$ cat src/rtl/io_pkg.sv
// io_pkg: shared constants for the I/O page responder.
// Holds register offsets, the UART busy bit index and UART state codes.
package io_pkg;

    localparam logic [2:0] IO_LEDS      = 3'd0;
    localparam logic [2:0] IO_UART_DAT  = 3'd1;
    localparam logic [2:0] IO_UART_CNTL = 3'd2;
    localparam logic [2:0] IO_CYCLES    = 3'd3;

    localparam int IO_BUSY_BIT = 9;

    localparam logic [1:0] UART_IDLE  = 2'd0;
    localparam logic [1:0] UART_START = 2'd1;
    localparam logic [1:0] UART_DATA  = 2'd2;
    localparam logic [1:0] UART_STOP  = 2'd3;

endpackage

$ cat src/rtl/uart_tx_core.sv
// uart_tx_core: 8N1 transmitter with registered, glitch-free txd.
// Ports: clk, resetn (async low), start, data[7:0], busy, txd (idle 1).
module uart_tx_core
    import io_pkg::*;
#(
    parameter int CLKS_PER_BIT = 104
) (
    input  logic       clk,
    input  logic       resetn,
    input  logic       start,
    input  logic [7:0] data,
    output logic       busy,
    output logic       txd
);

    localparam logic [15:0] BAUD_RELOAD = 16'(CLKS_PER_BIT - 1);

    logic [1:0]  state;
    logic [15:0] baud;
    logic [2:0]  idx;
    logic [7:0]  shreg;

    assign busy = (state != UART_IDLE);

    // Every state/bit lasts exactly CLKS_PER_BIT cycles: the counter is
    // reloaded on entry and the transition happens on the edge it reads 0.
    always_ff @(posedge clk or negedge resetn) begin
        if (!resetn) begin
            state <= UART_IDLE;
            baud  <= '0;
            idx   <= '0;
            shreg <= '0;
            txd   <= 1'b1;
        end else begin
            case (state)
                UART_IDLE: begin
                    if (start) begin
                        state <= UART_START;
                        baud  <= BAUD_RELOAD;
                        shreg <= data;
                        txd   <= 1'b0;
                    end
                end
                UART_START: begin
                    if (baud == 16'd0) begin
                        state <= UART_DATA;
                        baud  <= BAUD_RELOAD;
                        idx   <= 3'd0;
                        txd   <= shreg[0];
                    end else begin
                        baud <= baud - 16'd1;
                    end
                end
                UART_DATA: begin
                    if (baud == 16'd0) begin
                        baud <= BAUD_RELOAD;
                        if (idx == 3'd7) begin
                            state <= UART_STOP;
                            txd   <= 1'b1;
                        end else begin
                            idx <= idx + 3'd1;
                            txd <= shreg[idx + 3'd1];
                        end
                    end else begin
                        baud <= baud - 16'd1;
                    end
                end
                default: begin
                    if (baud == 16'd0) begin
                        state <= UART_IDLE;
                    end else begin
                        baud <= baud - 16'd1;
                    end
                end
            endcase
        end
    end

endmodule

$ cat src/rtl/io_bus_responder.sv
// io_bus_responder: I/O page on the word bus (LEDs, UART TX, cycle count).
// Ports: clk, resetn, mem_addr/rstrb/wdata/wmask in; io_rdata, leds, txd,
// tx_busy out. Define IO_CYCLE_COUNTER_EN to build the cycle counter.
module io_bus_responder
    import io_pkg::*;
#(
    parameter int CLKS_PER_BIT = 104,
    parameter int IO_PAGE_BIT  = 22
) (
    input  logic        clk,
    input  logic        resetn,
    input  logic [31:0] mem_addr,
    input  logic        mem_rstrb,
    input  logic [31:0] mem_wdata,
    input  logic [3:0]  mem_wmask,
    output logic [31:0] io_rdata,
    output logic [3:0]  leds,
    output logic        txd,
    output logic        tx_busy
);

    logic        sel;
    logic [2:0]  off;
    logic        wr;
    logic        tx_start;
    logic [31:0] rd_mux;
    logic [31:0] cycles_rd;
    logic        unused_ok;

    assign sel = mem_addr[IO_PAGE_BIT];
    assign off = mem_addr[4:2];
    assign wr  = sel && (mem_wmask != 4'd0);

    // Writes while busy are dropped; busy is the pre-edge value.
    assign tx_start = wr && mem_wmask[0] && (off == IO_UART_DAT) && !tx_busy;

    assign unused_ok = ^{mem_addr, mem_wdata, mem_wmask};

    uart_tx_core #(
        .CLKS_PER_BIT(CLKS_PER_BIT)
    ) u_tx (
        .clk   (clk),
        .resetn(resetn),
        .start (tx_start),
        .data  (mem_wdata[7:0]),
        .busy  (tx_busy),
        .txd   (txd)
    );

`ifdef IO_CYCLE_COUNTER_EN
    logic [31:0] cycles;

    always_ff @(posedge clk or negedge resetn) begin
        if (!resetn) begin
            cycles <= '0;
        end else begin
            cycles <= cycles + 32'd1;
        end
    end

    assign cycles_rd = cycles;
`else
    assign cycles_rd = '0;
`endif

    always_ff @(posedge clk or negedge resetn) begin
        if (!resetn) begin
            leds <= '0;
        end else if (wr && mem_wmask[0] && (off == IO_LEDS)) begin
            leds <= mem_wdata[3:0];
        end
    end

    always_comb begin
        rd_mux = '0;
        case (off)
            IO_LEDS:      rd_mux[3:0] = leds;
            IO_UART_CNTL: rd_mux[IO_BUSY_BIT] = tx_busy;
            IO_CYCLES:    rd_mux = cycles_rd;
            default:      rd_mux = '0;
        endcase
    end

    // Sampled from pre-edge state, so a same-edge write is not visible.
    always_ff @(posedge clk or negedge resetn) begin
        if (!resetn) begin
            io_rdata <= '0;
        end else if (sel && mem_rstrb) begin
            io_rdata <= rd_mux;
        end
    end

endmodule

$ cat config.mk
export PLATFORM = sky130hd
export DESIGN_NAME = io_bus_responder
export DESIGN_NICKNAME = d
export VERILOG_FILES = /design/src/rtl/io_pkg.sv /design/src/rtl/uart_tx_core.sv /design/src/rtl/io_bus_responder.sv
export SDC_FILE = /design/constraint.sdc
export NUM_CORES = 1
export LEC_CHECK = 0
export ABC_AREA = 1
export CORE_UTILIZATION = 35
export CTS_CLUSTER_DIAMETER = 120
export DETAILED_ROUTE_END_ITERATION = 6
export GPL_ROUTABILITY_DRIVEN = 0
export PLACE_DENSITY_LB_ADDON = 0.05
export SYNTH_ARGS = -nofsm -noshare
export SYNTH_HDL_FRONTEND = slang
export SYNTH_HIERARCHICAL = 1
export SYNTH_SLANG_ARGS = --single-unit
$ cat constraint.sdc
create_clock -name clk -period 2.15 [get_ports clk]
set_input_delay 0.215 -clock clk [delete_from_list [all_inputs] [get_ports clk]]
set_output_delay 0.215 -clock clk [all_outputs]
set_load 0.05 [all_outputs]
# Word-level counts from Yosys, hierarchy flattened
# Index checks and enable logic that the tools add are counted.
[totals]
register_bits = 39
latch_bits = 0
mem_bits_rw = 0
romBits = 0
input_bits = 71
out_inout_bits = 38
mem_count = 0
[classes]
add_sub_neg = 2
mul = 0
n_div = 0
order_cmp = 1
eq_ne = 11
shift = 0
muxes = 23
n_bitwise = 0
reduce_logical = 21
[op_table]
columns = ["op", "count"]
rows = [
  ["2-to-1 mux 16 bit", 3],
  ["one-hot mux 16 bit (2 select lines)", 1],
  ["logical NOT 16 bit", 1],
  ["subtractor 16 x 1 -> 16 bit, second input constant", 1],
  ["2-to-1 mux 2 bit", 5],
  ["2-to-1 mux 3 bit", 3],
  ["AND reduction 4 bit", 2],
  ["logical AND 1 bit", 6],
  ["2-to-1 mux 1 bit", 6],
  ["inequality test 2 x 1 -> 1 bit, second input constant", 3],
  ["one-hot mux 2 bit (3 select lines)", 1],
  ["one-hot mux 3 bit (2 select lines)", 1],
  ["nonzero test 2 bit", 3],
  ["AND reduction 5 bit", 1],
  ["less-than comparator 3 x 4 -> 1 bit, second input constant", 1],
  ["2-to-1 mux 4 bit", 1],
  ["inequality test 2 bit, second input constant", 2],
  ["AND reduction 2 bit", 2],
  ["nonzero test 4 bit", 1],
  ["adder 3 x 1 -> 3 bit, second input constant", 1],
  ["binary-select mux 1 bit (select 3 bit)", 1],
  ["equality test 3 x 1 -> 1 bit, second input constant", 1],
  ["equality test 3 x 2 -> 1 bit, second input constant", 1],
  ["equality test 3 bit, second input constant", 1],
  ["9 further kinds", 9],
]

# Longest topological paths before layout
# Gate-level depths: netlist of run 1.
[logic_depth]
depth_word = 7
mapped_depth = 13
ltp_nobuf = 13

# Modules after synthesis
# Netlist of run 1, hierarchy kept.
[by_module_without_submodules]
columns = ["module", "instances", "cells_each", "area_each_um2"]
rows = [
  ["uart_tx_core", 1, 234, 1831.8],
  ["io_bus_responder", 1, 76, 614.3],
]

# Worst setup path before layout of run 1
# Ideal clock, no wire load.
[synth_path]
kind = "reg-to-reg"
start = "register u_tx.state[0]"
end = "register u_tx.baud[12]"
arrival_ns = 1.856
slack_ns = 0.175
stages_incl_launch_ff = 13
n_path_buf = 1
period_less_slack_ns = 1.975
cell_sequence = "dfrtp_1 -> inv_1 -> ha_1 -> inv_2 -> nor2_1 -> nand2_1 -> nor2_1 -> or2_1 -> o21ai_2 -> nand2_4 -> buf_6 -> a21oi_1 -> nor2_1"
[synth_between]
elab_chain_len = 5
[synth_rtl]
columns = ["item", "line", "source"]
rows = [
  ["start, declared", "uart_tx_core.sv:18", "logic [1:0] state;"],
  ["start signal, assigned", "uart_tx_core.sv:29", "state <= UART_IDLE;"],
  ["start signal, assigned", "uart_tx_core.sv:38", "state <= UART_START;"],
  ["start signal, assigned", "uart_tx_core.sv:46", "state <= UART_DATA;"],
  ["nonzero test 2 bit", "uart_tx_core.sv:23", "assign busy = (state != UART_IDLE);"],
  ["named net tx_busy", "io_bus_responder.sv:19", "output logic tx_busy"],
  ["logical NOT 1 bit", "io_bus_responder.sv:35", "assign tx_start = wr && mem_wmask[0] && (off == IO_UART_DAT) && !tx_busy;"],
  ["logical AND 1 bit", "io_bus_responder.sv:35", ""],
  ["named net tx_start", "io_bus_responder.sv:25", "logic tx_start;"],
  ["inequality test 2 bit (no source line)", "n/a", ""],
  ["AND reduction 2 bit (no source line)", "n/a", ""],
  ["end signal, assigned", "uart_tx_core.sv:51", "baud <= baud - 16'd1;"],
  ["end signal, assigned", "uart_tx_core.sv:65", "baud <= baud - 16'd1;"],
  ["end signal, assigned", "uart_tx_core.sv:72", "baud <= baud - 16'd1;"],
  ["end, declared", "uart_tx_core.sv:19", "logic [15:0] baud;"],
]
# The timed path passes the listed nets, and every way through them passes these cells.
# A chain may end at the register's enable or synchronous reset.

# Worst setup path in the final report of run 1
[layout_path]
start = "register u_tx.state[0]"
end = "register u_tx.baud[4]"
[layout_between]
elab_chain_len = 5
[layout_rtl]
columns = ["item"]
rows = [
  ["parallel branches: the longest is 5 deep, another holds inequality test 3 bit"],
]
# Parallel ways; which one is timed is not known.

==> run summary, run 1 <==
Cell Area, Synth -> 2446 sq um
Initial detailed-routing violation count -> 38
Row cnt -> 30
Relative slew slack -> 66.59%
Critical path class -> flip-flop to flip-flop
GRT Total Usage -> 14.01%
CTS sink count -> 39
Root buffer cell -> clkbuf_8
Non-Filler Instances -> 428
Cell count after placement -> 420
Final worst setup slack -> 310.7 ps
Number of synthesized flops with an enable pin -> 0
Gate Count Post-Synth -> 310
Worst Setup SP -> u_tx/state[0]$_DFFE_PN0P_
P per Cell Area -> 546.9 nW/um^2
RSZ-0062 raised after global routing -> false
Routed len/inst -> 10.96 microns
Critical Path Sink Type -> flip-flop
Pre-CTS worst setup slack -> 245.4 ps
Half-perimeter wire length after placement -> 3.648 mm
Avg Cell Area, Syn -> 7.891 sq um
DIE AREA -> 7327 sq um
Worst path cell trace -> inv_1, ha_1, inv_2, buf_4, or2_4, o21ai_2, nand2_4, buf_12, nand2_1, nand2_1, nand2_1, nor2_1
#FFs+latches synth -> 39
Final Hold Viols -> 0
Min Tclk post-route -> 1839 ps
Crit path max-delay family -> simple AND/OR/NAND/NOR gates
Detail Route Antenna Nets -> 0
R2R cell count -> 12
Worst stage delay on the critical path -> 410 ps
Drt total wl -> 4.691 mm
Clock skew -> 5.219 ps
Total setup buffers inserted after CTS -> 0
Total CTS buffers -> 5
Fraction of layout cells with a size suffix above 1 -> 14.37%
Largest net degree at the start of global routing -> 23
R2R setup slack -> 310 ps
Largest area contributor in the netlist -> dfrtp_1
Remaining DRCs -> 1
Worst path required time -> 2340 ps
Critical Path AT -> 2030 ps
Most common cell after layout, fill and taps aside -> nand2_1
Post-synth top area share -> 38.87%
RR Startpoint -> u_tx/state[0]$_DFFE_PN0P_
Global route overflow -> 0
First-pass iteration count of the detailed router -> 6
Ports -> 109
Total number of vias -> 1,925
Effective utilization at floorplan -> 36.20%
CTS tree -> yes
End of the worst register-to-register path -> u_tx/baud[4]$_DFFE_PN0P_
Worst path slowest cell -> dfrtp_1
Vias in the first global route -> 1,790
Lkg Pwr -> 1.384 nW
YS warnings -> 6
Top cells by area, synth -> dfrtp_1 (39%), nand2_1 (13%), buf_4 (8.3%)
Util after Layout -> 41.96%
Filler cell count -> 719
Final setup fails -> 0
Register area share after synthesis -> 39.95%
Most frequent cells in the layout -> nand2_1 (85), dfrtp_1 (38), inv_1 (32)
Top cell by count, worst path -> nand2_1
First-pass GRT wire length -> 8.100 mm
CP Buf/Inv Count -> 4
Final #Nets -> 426
Worst path depth -> 12
Core footprint -> 6756 sq um
Clock transition at the registers of the reported paths -> 80 ps
Height of the chip -> 85.60 microns
CP Capture Point -> u_tx/baud[4]$_DFFE_PN0P_
Setup TNS Final -> 0 ps
Startpoint types -> flip-flop
Max VDD drop -> 0.0002411 V
Max Clk Rate -> 543.7 MHz
Max-cap violations -> 0
Clock Latency Late Sink -> 290 ps
Primary FF master, synth -> dfrtp_1
Synth-to-layout area growth -> 15.91%
Ys async rst share -> 100.0%
Slew Viols, Final -> 0
Worst-case clock buffer depth -> 2
Worst-path fanout max -> 13
Period utilization -> 85.55%
Slew @ Worst Pin -> 499.6 ps
Chip Width -> 85.60 microns
Initial antenna violation count -> 0
Inserted Diodes -> 0
Post-synth cell types -> 34
Outcome -> finished with violations
Vias/cell -> 4.498
Port-buffer cells -> 26
CTS H-tree lvls -> 2
Worst min path class -> input pin to async pin
Failing checks -> DRC
## cell type report
class | count | area (sq um) | share of cell area, %
multi-input cells | 234 | 1216 | 42.90
flip-flops and latches | 39 | 977.2 | 34.47
repair buffers | 35 | 335.3 | 11.83
inverters | 33 | 123.9 | 4.369
well taps | 80 | 100.1 | 3.530
clock buffers | 5 | 68.82 | 2.427
clock inverters | 2 | 13.76 | 0.4854
## synth_stat cells, types with 3 or more instances
master / instances
nand3b_1: 3
ha_1: 7
nand2_1: 85
dfrtp_1: 38
nor2_1: 31
buf_4: 27
a21oi_1: 7
o21ai_1: 5
mux2_2: 8
nor2_4: 4
nand3_2: 3
nand3_1: 13
o22ai_1: 3
nand4_1: 9
nand2_2: 6
inv_1: 32
o21ai_0: 8
## sequential cells by signal, summed over array words and instances, names as in the netlist
signal,flops
u_tx/baud,16
u_tx/shreg,8
io_rdata,5
leds,4
u_tx/idx,3
u_tx/state,2
u_tx/txd,1
## worst min-delay path by stage
stage	end	slack [ps]	cells after the start
after floorplan	io_rdata[0]$_DFFE_PN0P_	-80	0
after global placement	u_tx/baud[4]$_DFFE_PN0P_	190	1
after detailed placement	u_tx/baud[7]$_DFFE_PN0P_	190	1
after CTS	u_tx/baud[7]$_DFFE_PN0P_	400	2
after global routing	u_tx/baud[7]$_DFFE_PN0P_	440	2
final	u_tx/baud[4]$_DFFE_PN0P_	390	2
## logic make-up after synthesis
| logic type | after synthesis | synth area share (%) |
|---|---|---|
| fa+ha+maj | 7 | 3.580 |
| simple gates | 164 | 31.61 |
| mux | 8 | 3.683 |
| flops | 39 | 39.95 |
| compound gates | 27 | 6.241 |
| xor+xnor | 1 | 0.3581 |
| buf+inv | 63 | 14.42 |
| other cells | 1 | 0.1533 |
## layer usage
metal  wire [microns]  part of all wire [%]  track usage [%]  vias to the layer above
li1                 -                     -                -                     1004
met1             2261                    48            18.03                      880
met2             2207                    47            23.20                       37
met3              169                   3.6            3.080                        4
met4               51                   1.1            5.000                        0
met5                0                     0                0                        -
## power by group
part / switching [mW] / internal, mW / leakage [nW] / total [mW]
Combinational: 0.226 / 0.0723 / 0.882 / 0.298
Sequential: 0.0162 / 0.753 / 0.457 / 0.769
Clock: 0.262 / 0.222 / 0.0440 / 0.484
Total: 0.503 / 1.05 / 1.38 / 1.55
## stage by stage
stage               power (mW)  instance area, sq um  hold WS (ps)
floorplan                1.021                  2544        -80.59
global placement         1.084                  2740         187.8
detailed placement       1.083                  2740         188.6
CTS                      1.585                  2833         395.6
global route             1.633                  2835         437.6
finish                   1.551                  2835         385.1
## what timing repair did
item                                   CTS  global route
resized for setup                        0             1
hold buffers                             1             0
endpoints found under the hold margin   16             0
setup endpoints to repair                0             1
Note: power is estimated with default switching activity, not from simulation.
==> run 2, diff against run 1 <==
--- a/config.mk
+++ b/config.mk
@@ -11,6 +11,7 @@
 export DETAILED_ROUTE_END_ITERATION = 6
 export GPL_ROUTABILITY_DRIVEN = 0
 export PLACE_DENSITY_LB_ADDON = 0.05
+export REMOVE_ABC_BUFFERS = 1
 export SYNTH_ARGS = -nofsm -noshare
 export SYNTH_HDL_FRONTEND = slang
 export SYNTH_HIERARCHICAL = 1
==> run 2 against run 1 <==
Effect of this change:
- the flow now finishes without violations
- sequential power about the same
- design area hardly changed
- sequential share of layout area about the same
- wire length is 1.3% lower
- core utilization about the same
- clock-buffer cell count up 1
- clock skew down 1.2 ps
- via count decreased by 1.0%
- sequential cell count unchanged
- die area unchanged
- combinational power about the same
- first-iteration DRC count is 42% higher
==> run summary, run 2 (same netlist as run 1, synthesis figures left out) <==
Critical path class -> flip-flop to flip-flop
Max Clk Rate -> 539.9 MHz (-0.70%)
Final #Nets -> 426 (unchanged)
Largest registers -> u_tx/baud: 16 flops, u_tx/shreg: 8 flops, io_rdata: 5 flops
Ports -> 109 (unchanged)
Largest reg by FF count -> u_tx/baud
Setup TNS Final -> 0 ps (unchanged)
Flop pwr share -> 49.5% (about the same)
Critical Path Sink Type -> flip-flop
Slew Viols, Final -> 0 (unchanged)
Clock skew -> 4.063 ps (-1.156 ps)
Most common cell after layout, fill and taps aside -> nand2_1
Startpoint types -> flip-flop
Lkg Pwr -> 1.383 nW (about the same)
CP Capture Point -> u_tx/baud[4]$_DFFE_PN0P_
End of the worst register-to-register path -> u_tx/baud[4]$_DFFE_PN0P_
Core footprint -> 6756 sq um (unchanged)
Global route overflow -> 0 (unchanged)
Comb power frac -> 19.2% (about the same)
Row cnt -> 30 (unchanged)
R2R setup slack -> 300 ps (about the same)
Relative slew slack -> 66.65% (about the same)
Total number of vias -> 1,905 (-1.0%)
Clock transition at the registers of the reported paths -> 80 ps (about the same)
Chip Width -> 85.60 microns (unchanged)
Net Sw Frac -> 32.17% (-0.29 points)
Half-perimeter wire length after placement -> 3.706 mm (+1.6%)
First-pass iteration count of the detailed router -> 4 (-2)
RSZ-0062 raised after global routing -> false
Root buffer cell -> clkbuf_8
Area of the multi-input gates -> 1216 sq um (unchanged)
Final Hold Viols -> 0 (unchanged)
Port-buffer cells -> 26 (unchanged)
Worst min path class -> input pin to async pin
Slew @ Worst Pin -> 498.7 ps (-0.9557 ps)
Period utilization -> 86.15% (+0.60 points)
Critical Path AT -> 2040 ps (about the same)
Routed len/inst -> 10.80 microns (-1.5%)
DIE AREA -> 7327 sq um (unchanged)
Height of the chip -> 85.60 microns (unchanged)
Clock Latency Late Sink -> 290 ps (about the same)
Inserted Diodes -> 0 (unchanged)
Clock network power share -> 31.3% (about the same)
Worst Setup SP -> u_tx/state[0]$_DFFE_PN0P_
Vias in the first global route -> 1,880 (+5.0%)
Max-cap violations -> 0 (unchanged)
Outcome -> completed
Worst-path fanout max -> 8 (-5)
Effective utilization at floorplan -> 36.20% (unchanged)
Total CTS buffers -> 5 (unchanged)
Initial detailed-routing violation count -> 54 (+42%)
Max VDD drop -> 0.0002923 V (+21%)
Remaining DRCs -> 0 (-1)
Total setup buffers inserted after CTS -> 0 (unchanged)
R2R cell count -> 14 (+2)
Min Tclk post-route -> 1852 ps (+12.94 ps)
First-pass GRT wire length -> 8.369 mm (+3.3%)
GRT Total Usage -> 14.37% (+0.36 points)
Reg area -> 977.2 sq um (unchanged)
Filler cell count -> 747 (+3.9%)
CTS H-tree lvls -> 2 (unchanged)
Fin Hold WS -> 393.6 ps (+8.480 ps)
Largest net degree at the start of global routing -> 20 (-13%)
CTS tree -> yes
Largest register FFs -> 16 (unchanged)
Worst-case clock buffer depth -> 2 (unchanged)
Synth-to-layout area growth -> 16.01% (about the same)
Fraction of layout cells with a size suffix above 1 -> 14.33% (-0.041 points)
CTS sink count -> 39 (unchanged)
Non-Filler Instances -> 429 (+0.23%)
Sw Pwr -> 499.5 uW (-0.74%)
Power Internal -> 1.053 mW (+0.58%)
Util after Layout -> 42.00% (about the same)
Drt total wl -> 4.632 mm (-1.3%)
Initial antenna violation count -> 0 (unchanged)
Vias/cell -> 4.441 (-1.3%)
Most frequent cells in the layout -> nand2_1 (85), dfrtp_1 (38), inv_1 (32)
Cell count after placement -> 420 (unchanged)
Final setup fails -> 0 (unchanged)
Detail Route Antenna Nets -> 0 (unchanged)
P per Cell Area -> 547.3 nW/um^2 (about the same)
Worst path required time -> 2340 ps (about the same)
RR Startpoint -> u_tx/state[0]$_DFFE_PN0P_
==> run 2: worst min path at each step <==
stage,cells past startpoint,to,from
3_3_place_gp,1,u_tx/baud[4]$_DFFE_PN0P_,resetn
6_report,2,io_rdata[3]$_DFFE_PN0P_,resetn
3_5_place_dp,1,u_tx/baud[4]$_DFFE_PN0P_,resetn
5_1_grt,2,u_tx/baud[4]$_DFFE_PN0P_,resetn
4_1_cts,2,u_tx/baud[4]$_DFFE_PN0P_,resetn
2_1_floorplan,0,io_rdata[0]$_DFFE_PN0P_,resetn
==> run 2: worst max-delay path: stages, from the launching register on <==
cell and delay, ps:
dfrtp_1 380, inv_1 80, ha_1 220, inv_2 70, nor2_1 40, nand2_1 50
nor2_1 40, or2_4 260, o21ai_2 80, nand2_4 120, buf_4 180, nand2_1 80
nand2_1 50, nand2_1 50, nor2_1 40
==> run 2: cell type report <==
class	instances	area share [%]
Multi-Input combinational cell	234	42.86
Sequential cell	39	34.44
Timing Repair Buffer	35	11.82
Inverter	33	4.365
Tap cell	80	3.527
Clock buffer	6	2.557
Clock inverter	2	0.4409
==> run 2: through the flow <==
| step | worst slack (ps) | power [mW] | cell area (sq um) |
|---|---|---|---|
| after floorplan | 138.6 | 0.9819 | 2315 |
| after global placement | 237.3 | 1.083 | 2740 |
| after detailed placement | 228.3 | 1.083 | 2740 |
| after CTS | 253.7 | 1.595 | 2835 |
| after global routing | 22.97 | 1.636 | 2838 |
| final | 297.8 | 1.553 | 2838 |
==> run 2: power groups by stage <==
stage,sequential (mW),clock [mW],combinational (mW)
6_report,0.768,0.486,0.299
5_1_grt,0.773,0.545,0.318
4_1_cts,0.769,0.524,0.302
3_5_place_dp,0.783,0,0.300
3_3_place_gp,0.784,0,0.299
2_1_floorplan,0.853,0,0.129
==> run 2: repair_timing <==
item,in CTS,in global routing
gates resized for setup,0,1
endpoints found under the setup margin,0,3
hold buffers,1,0
hold endpoints to repair,17,0
==> run 2: layer usage <==
layer  routed length (microns)  vias up  track usage [%]
met5                         0        -                0
met4                        67        0            5.909
met3                       134        5            2.599
met2                      2221       36            24.07
met1                      2209      858            18.31
li1                          -     1006                -
==> run 3, diff against run 2 <==
--- a/config.mk
+++ b/config.mk
@@ -12,6 +12,7 @@
 export GPL_ROUTABILITY_DRIVEN = 0
 export PLACE_DENSITY_LB_ADDON = 0.05
 export REMOVE_ABC_BUFFERS = 1
+export SLEW_MARGIN = 15
 export SYNTH_ARGS = -nofsm -noshare
 export SYNTH_HDL_FRONTEND = slang
 export SYNTH_HIERARCHICAL = 1
==> results of run 3 <==
The final DEF is identical to that of run 2; final timing and power are the same.
